--- config.mk ---
export PLATFORM = sky130hd
export DESIGN_NAME = rng_roll_capture_flat
export DESIGN_NICKNAME = d
export VERILOG_FILES = /design/src/rtl/rng_roll_capture_if.sv /design/src/rtl/rng_roll_capture.sv /design/src/flat_wrapper.sv
export SDC_FILE = /design/constraint.sdc
export NUM_CORES = 1
export LEC_CHECK = 0
export ABC_CLOCK_PERIOD_IN_PS = 6020
export BUFFER_PORTS_ARGS = -buffer_cell sky130_fd_sc_hd__buf_2
export CAP_MARGIN = 10
export CELL_PAD_IN_SITES_DETAIL_PLACEMENT = 1
export CELL_PAD_IN_SITES_GLOBAL_PLACEMENT = 1
export CORE_ASPECT_RATIO = 0.8
export CORE_UTILIZATION = 52
export DETAILED_ROUTE_END_ITERATION = 8
export PLACE_DENSITY = 0.93
export SLEW_MARGIN = 20
export SYNTH_ARGS = -nofsm -noshare
export SYNTH_HDL_FRONTEND = slang
export SYNTH_SLANG_ARGS = --single-unit
--- constraint.sdc ---
create_clock -name CLK -period 6.02 [get_ports CLK]
set_input_delay 1.204 -clock CLK [delete_from_list [all_inputs] [get_ports CLK]]
set_output_delay 1.204 -clock CLK [all_outputs]
set_load 0.01 [all_outputs]
--- src/rtl/rng_roll_capture_if.sv ---
// Bundles the PRNG stream, the user controls and the display/status outputs
// of the roll-capture block. The slave side is the capture block itself.
interface rng_roll_capture_if;
  logic [7:0] rnd_in;
  logic       rnd_valid;
  logic       btn_roll;
  logic       hold_mode;
  logic [1:0] sel_hist;
  logic [7:0] disp_byte;
  logic [7:0] roll_count;
  logic       busy;
  logic       err;
  logic       capture_pulse;

  modport slave (
    input  rnd_in, rnd_valid, btn_roll, hold_mode, sel_hist,
    output disp_byte, roll_count, busy, err, capture_pulse
  );

  modport master (
    output rnd_in, rnd_valid, btn_roll, hold_mode, sel_hist,
    input  disp_byte, roll_count, busy, err, capture_pulse
  );
endinterface

--- src/rtl/rng_roll_capture.sv ---
// Captures the next fresh PRNG byte on a debounced roll press into a 4-deep
// history and drives either the live byte or a history entry to the display.
//
// state       | meaning
// ST_IDLE     | waiting for a debounced roll press
// ST_WAIT_RND | armed; next rnd_valid is captured, or timeout sets err
// ST_LOCKOUT  | dead time after a capture; presses are ignored
module rng_roll_capture #(
  parameter logic [15:0] DEBOUNCE_CYCLES = 16'd50_000,
  parameter logic [23:0] TIMEOUT_CYCLES  = 24'd10_000_000,
  parameter logic [15:0] LOCKOUT_CYCLES  = 16'd1_000
) (
  input  logic               CLK,
  input  logic               rst,
  rng_roll_capture_if.slave  bus
);

  typedef enum logic [1:0] {
    ST_IDLE     = 2'd0,
    ST_WAIT_RND = 2'd1,
    ST_LOCKOUT  = 2'd2
  } state_t;

  localparam logic [15:0] DEB_LAST  = DEBOUNCE_CYCLES - 16'd1;
  localparam logic [23:0] TMO_LOAD  = TIMEOUT_CYCLES - 24'd1;
  localparam logic [23:0] LOCK_LOAD = {8'd0, LOCKOUT_CYCLES - 16'd1};

  logic        r_sync1;
  logic        r_sync2;
  logic        r_deb;
  logic        r_deb_q;
  logic [15:0] r_deb_cnt;

  state_t      r_state;
  logic [23:0] r_tmr;
  logic [7:0]  r_hist [4];
  logic [1:0]  r_wr_ptr;
  logic [7:0]  r_live;
  logic [7:0]  r_roll_count;
  logic        r_busy;
  logic        r_err;
  logic        r_cap_pulse;

  logic        w_roll_req;
  logic [1:0]  w_rd_idx;

  // Counter only runs while the synced level disagrees with the accepted one.
  always_ff @(posedge CLK or negedge rst) begin
    if (!rst) begin
      r_sync1   <= 1'b0;
      r_sync2   <= 1'b0;
      r_deb     <= 1'b0;
      r_deb_q   <= 1'b0;
      r_deb_cnt <= '0;
    end else begin
      r_sync1 <= bus.btn_roll;
      r_sync2 <= r_sync1;
      r_deb_q <= r_deb;
      if (r_sync2 == r_deb) begin
        r_deb_cnt <= '0;
      end else if (r_deb_cnt == DEB_LAST) begin
        r_deb     <= ~r_deb;
        r_deb_cnt <= '0;
      end else begin
        r_deb_cnt <= r_deb_cnt + 16'd1;
      end
    end
  end

  assign w_roll_req = r_deb & ~r_deb_q;

  // r_tmr is shared: timeout budget in WAIT_RND, dead time in LOCKOUT.
  always_ff @(posedge CLK or negedge rst) begin
    if (!rst) begin
      r_state      <= ST_IDLE;
      r_tmr        <= '0;
      r_wr_ptr     <= '0;
      r_roll_count <= '0;
      r_busy       <= 1'b0;
      r_err        <= 1'b0;
      r_cap_pulse  <= 1'b0;
      for (int i = 0; i < 4; i++) r_hist[i] <= '0;
    end else begin
      r_cap_pulse <= 1'b0;
      case (r_state)
        ST_IDLE: begin
          if (w_roll_req) begin
            r_state <= ST_WAIT_RND;
            r_tmr   <= TMO_LOAD;
            r_busy  <= 1'b1;
          end
        end
        ST_WAIT_RND: begin
          if (bus.rnd_valid) begin
            r_hist[r_wr_ptr] <= bus.rnd_in;
            r_wr_ptr         <= r_wr_ptr + 2'd1;
            r_roll_count     <= r_roll_count + 8'd1;
            r_err            <= 1'b0;
            r_cap_pulse      <= 1'b1;
            r_state          <= ST_LOCKOUT;
            r_tmr            <= LOCK_LOAD;
          end else if (r_tmr == '0) begin
            r_err   <= 1'b1;
            r_state <= ST_IDLE;
            r_busy  <= 1'b0;
          end else begin
            r_tmr <= r_tmr - 24'd1;
          end
        end
        ST_LOCKOUT: begin
          if (r_tmr == '0) begin
            r_state <= ST_IDLE;
            r_busy  <= 1'b0;
          end else begin
            r_tmr <= r_tmr - 24'd1;
          end
        end
        default: begin
          r_state <= ST_IDLE;
          r_busy  <= 1'b0;
        end
      endcase
    end
  end

  always_ff @(posedge CLK or negedge rst) begin
    if (!rst) begin
      r_live <= '0;
    end else if (bus.rnd_valid) begin
      r_live <= bus.rnd_in;
    end
  end

  // Newest entry sits just behind the write pointer.
  assign w_rd_idx = r_wr_ptr - 2'd1 - bus.sel_hist;

  assign bus.disp_byte     = bus.hold_mode ? r_hist[w_rd_idx] : r_live;
  assign bus.roll_count    = r_roll_count;
  assign bus.busy          = r_busy;
  assign bus.err           = r_err;
  assign bus.capture_pulse = r_cap_pulse;

endmodule

--- src/flat_wrapper.sv ---
// flat-port wrapper written by rule: the top's interface ports become plain ports
module rng_roll_capture_flat 
#(
  parameter logic [15:0] DEBOUNCE_CYCLES = 16'd50_000,
  parameter logic [23:0] TIMEOUT_CYCLES  = 24'd10_000_000,
  parameter logic [15:0] LOCKOUT_CYCLES  = 16'd1_000
)
  (CLK, rst, bus_rnd_in, bus_rnd_valid, bus_btn_roll, bus_hold_mode, bus_sel_hist, bus_disp_byte, bus_roll_count, bus_busy, bus_err, bus_capture_pulse);
  rng_roll_capture_if bus_i ();
  input  logic CLK;
  input  logic rst;
  input wire logic [$bits(bus_i.rnd_in)-1:0] bus_rnd_in;
  input wire logic [$bits(bus_i.rnd_valid)-1:0] bus_rnd_valid;
  input wire logic [$bits(bus_i.btn_roll)-1:0] bus_btn_roll;
  input wire logic [$bits(bus_i.hold_mode)-1:0] bus_hold_mode;
  input wire logic [$bits(bus_i.sel_hist)-1:0] bus_sel_hist;
  output wire logic [$bits(bus_i.disp_byte)-1:0] bus_disp_byte;
  output wire logic [$bits(bus_i.roll_count)-1:0] bus_roll_count;
  output wire logic [$bits(bus_i.busy)-1:0] bus_busy;
  output wire logic [$bits(bus_i.err)-1:0] bus_err;
  output wire logic [$bits(bus_i.capture_pulse)-1:0] bus_capture_pulse;
  assign bus_i.rnd_in = bus_rnd_in;
  assign bus_i.rnd_valid = bus_rnd_valid;
  assign bus_i.btn_roll = bus_btn_roll;
  assign bus_i.hold_mode = bus_hold_mode;
  assign bus_i.sel_hist = bus_sel_hist;
  assign bus_disp_byte = bus_i.disp_byte;
  assign bus_roll_count = bus_i.roll_count;
  assign bus_busy = bus_i.busy;
  assign bus_err = bus_i.err;
  assign bus_capture_pulse = bus_i.capture_pulse;
  rng_roll_capture #(.DEBOUNCE_CYCLES(DEBOUNCE_CYCLES), .TIMEOUT_CYCLES(TIMEOUT_CYCLES), .LOCKOUT_CYCLES(LOCKOUT_CYCLES)) u_core (.CLK(CLK), .rst(rst), .bus(bus_i));
endmodule
==> summary.md <==
| Metric | Value |
|---|---|
| Routed length per placed instance | 28.4 µm |
| P&R area growth vs syn | 12.4% |
| Max stage delay on crit path | 560 ps |
| IO Pins | 34 |
| Critical path launch point type | input pin |
| Vias in the first global route | 4,234 |
| Die Y | 88.9 µm |
| Clk buf depth | 2 |
| Drt via density | 7.08 |
| Top_reg_cell synth | dfrtp_1 |
| Placed Instances | 566 |
| Ys Warns | 0 |
| Setup violations, final | 0 |
| Layout Nets | 489 |
| Clock latency on the worst-skew pair | 360 ps |
| Total grt overflow | 0 |
| PD cells | 248 nW/µm² |
| Routability cong. | 0.833 |
| Reg clk slew, reported paths | 60 ps |
| Relative slew slack | 25.5% |
| First-pass DRT Iterations | 7 |
| Most common cell after layout, fill and taps aside | dfrtp_1 |
| Detailed Route Iter0 Violations | 593 |
| Worst setup EP type | primary output |
| Starting density of the core | 53.8% |
| CP max stage cell | xnor2_2 |
| CTS Sinks | 99 |
| Clock Skews | 11.8 ps |
| Avg Inst Size Synth | 11.5 µm² |
| Die Span X | 111 µm |
| CTS Buf Count | 9 |
| Critical Path AT | 3190 ps |
| Vias | 4,120 |
| Post-synth EDFFs | 0 |
| Post-synthesis sequential area ratio | 50.5% |
| N_diodes | 0 |
| Cells after Synth | 428 |
| CTS-repair resized insts | 0 |
| H-tree Lvls | 3 |
| Final Power | 1.37 mW |
| Rows | 31 |
| Fin crit period | 4390 ps |
| CP Data Required Time | 4820 ps |
| HP Class | flop to flop |
| Mapped Nets | 455 |
| CP Cell Sequence | buf_2 > inv_1 > ha_1 > xnor2_1 > xnor2_2 > mux4_2 > mux2_2 > buf_2 |
| RSZ-0062 raised after global routing | no |
| Leading cell types in the layout, fill and taps excluded | dfrtp_1 (99), mux2_2 (49), nand2_1 (35), buf_2 (32), nor2_1 (27) |
| PortBufs | 33 |
| Initial antenna violation count | 0 |
| Final TNS setup | 0 ps |
| Final WL | 16,500 µm |
| Leakage Power | 2.53 nW |
| Hold_buf cts | 0 |
| Async SR Flop Fraction | 100% |
| Residual DRC count | 0 |
| Least-Margin Pin Slew | 1110 ps |
| Top delay family on crit path | multiplexers |
| #FFs+latches synth | 99 |
| Outcome | finished, final reports clean |
| Final Cycle Share | 72.9% |
| Final slew viol count | 0 |
| TritonCTS clock tree | done |
| Post-CTS setup buffer count | 0 |
| Die area | 9830 µm² |
| Core Area | 9110 µm² |
| Total GRT Usage | 35.1% |
| Maximum VDD drop | 284 µV |
| Root buffer cell | clkbuf_16 |
| Antenna-violating nets left | 0 |
| CP Class | input pin to primary output |
| Fmax | 228 MHz |
| HPWL Detailed | 9810 µm |
| Layout cells sized above 1 | 24.8% |
| Final hold vios | 0 |
| Max Cap Viol | 0 |
| Largest net degree at the start of global routing | 58 |
| Finished Layout Cells | 582 |
| Post-Syn Area | 4910 µm² |
| Crit-path most repeated cell | buf_2 |
| Critical path buffers and inverters | 3 |
| Synth unique cells | 55 |
| CP Max Fanout | 8 |
| First-pass GRT wire length | 25,500 µm |
routing by layer:
layer	up-vias	wire length [µm]	GRT usage [%]
met3	123	1440	9.22
li1	1651	-	-
met4	0	1140	22.2
met1	2022	6030	40.8
met5	-	0	0
met2	324	7940	59.7
sequential cells by signal (all words and copies together) (netlist names):
signal,count
u_core.r_deb,1
u_core.r_deb_q,1
u_core.r_sync1,1
u_core.r_live,8
u_core.r_state,2
u_core.bus.err,1
u_core.r_tmr,24
u_core.r_deb_cnt,16
u_core.r_hist,32
u_core.r_sync2,1
u_core.bus.busy,1
u_core.r_wr_ptr,2
u_core.bus.capture_pulse,1
u_core.bus.roll_count,8
per-stage QoR:
stage	area, µm²	util [%]	worst slack, ps	hold WS [ps]
finish	5510	60.5	1630	356
global route	5510	60.5	1560	377
CTS	5510	60.4	1360	364
detailed placement	5190	56.9	1370	350
global placement	5190	56.9	1630	335
floorplan	4910	-	2060	331
cell type report:
class / count / area, µm²
clock buffers: 10 / 229
clock inverters: 6 / 90.1
fillers: 918 / 3600
inverters: 12 / 45.0
multi-input cells: 305 / 2350
flip-flops and latches: 99 / 2480
well taps: 115 / 144
repair buffers: 35 / 183
power breakdown:
part	switching [mW]	leakage, nW	total, mW	internal, mW
sequential	0.00747	1.28	0.680	0.673
clock	0.263	0.153	0.628	0.365
combinational	0.0395	1.10	0.0612	0.0217
cells by family (layout without fill, tap and decap cells):
| group | Yosys count | in the layout | share of synthesized area [%] |
|---|---|---|---|
| AOI/OAI and AO/OA | 74 | 74 | 10.3 |
| xor gates and xnor gates | 26 | 26 | 4.64 |
| adders and majority gates | 12 | 12 | 3.06 |
| buffers and inverters | 24 | 63 | 1.86 |
| DFF | 99 | 99 | 50.5 |
| muxes | 58 | 58 | 15.1 |
| and+or+nand+nor | 135 | 135 | 14.5 |
synthesized netlist by cell type (all sizes together), types with 10 or more instances:
| cell type | number | area (µm²) |
|---|---|---|
| xor2 | 14 | 123 |
| a21oi | 17 | 85.1 |
| inv | 11 | 41.3 |
| mux2 | 49 | 552 |
| nand2 | 35 | 131 |
| dfrtp | 99 | 2480 |
| nand3 | 13 | 65.1 |
| o21ai | 16 | 80.1 |
| ha | 12 | 150 |
| or4 | 10 | 78.8 |
| nor2 | 27 | 101 |
| xnor2 | 12 | 105 |
final timing paths:
| path | from | end | slack (ps) | cells after the start |
|---|---|---|---|---|
| worst max-delay path | bus_sel_hist[0] | bus_disp_byte[6] | 1630 | 8 |
| worst min-delay path | u_core.r_sync1 | u_core.r_sync2 | 360 | 0 |
| worst max register to register | u_core.r_state[0] | u_core.r_state[1] | 2900 | 7 |
| worst min register to register | u_core.r_sync1 | u_core.r_sync2 | 360 | 0 |
| max in group asynchronous | rst | u_core.r_deb_cnt[0] | 4010 | 2 |
| min in group asynchronous | rst | u_core.r_live[4] | 830 | 1 |
No activity file was read; power rests on OpenSTA's default activity.
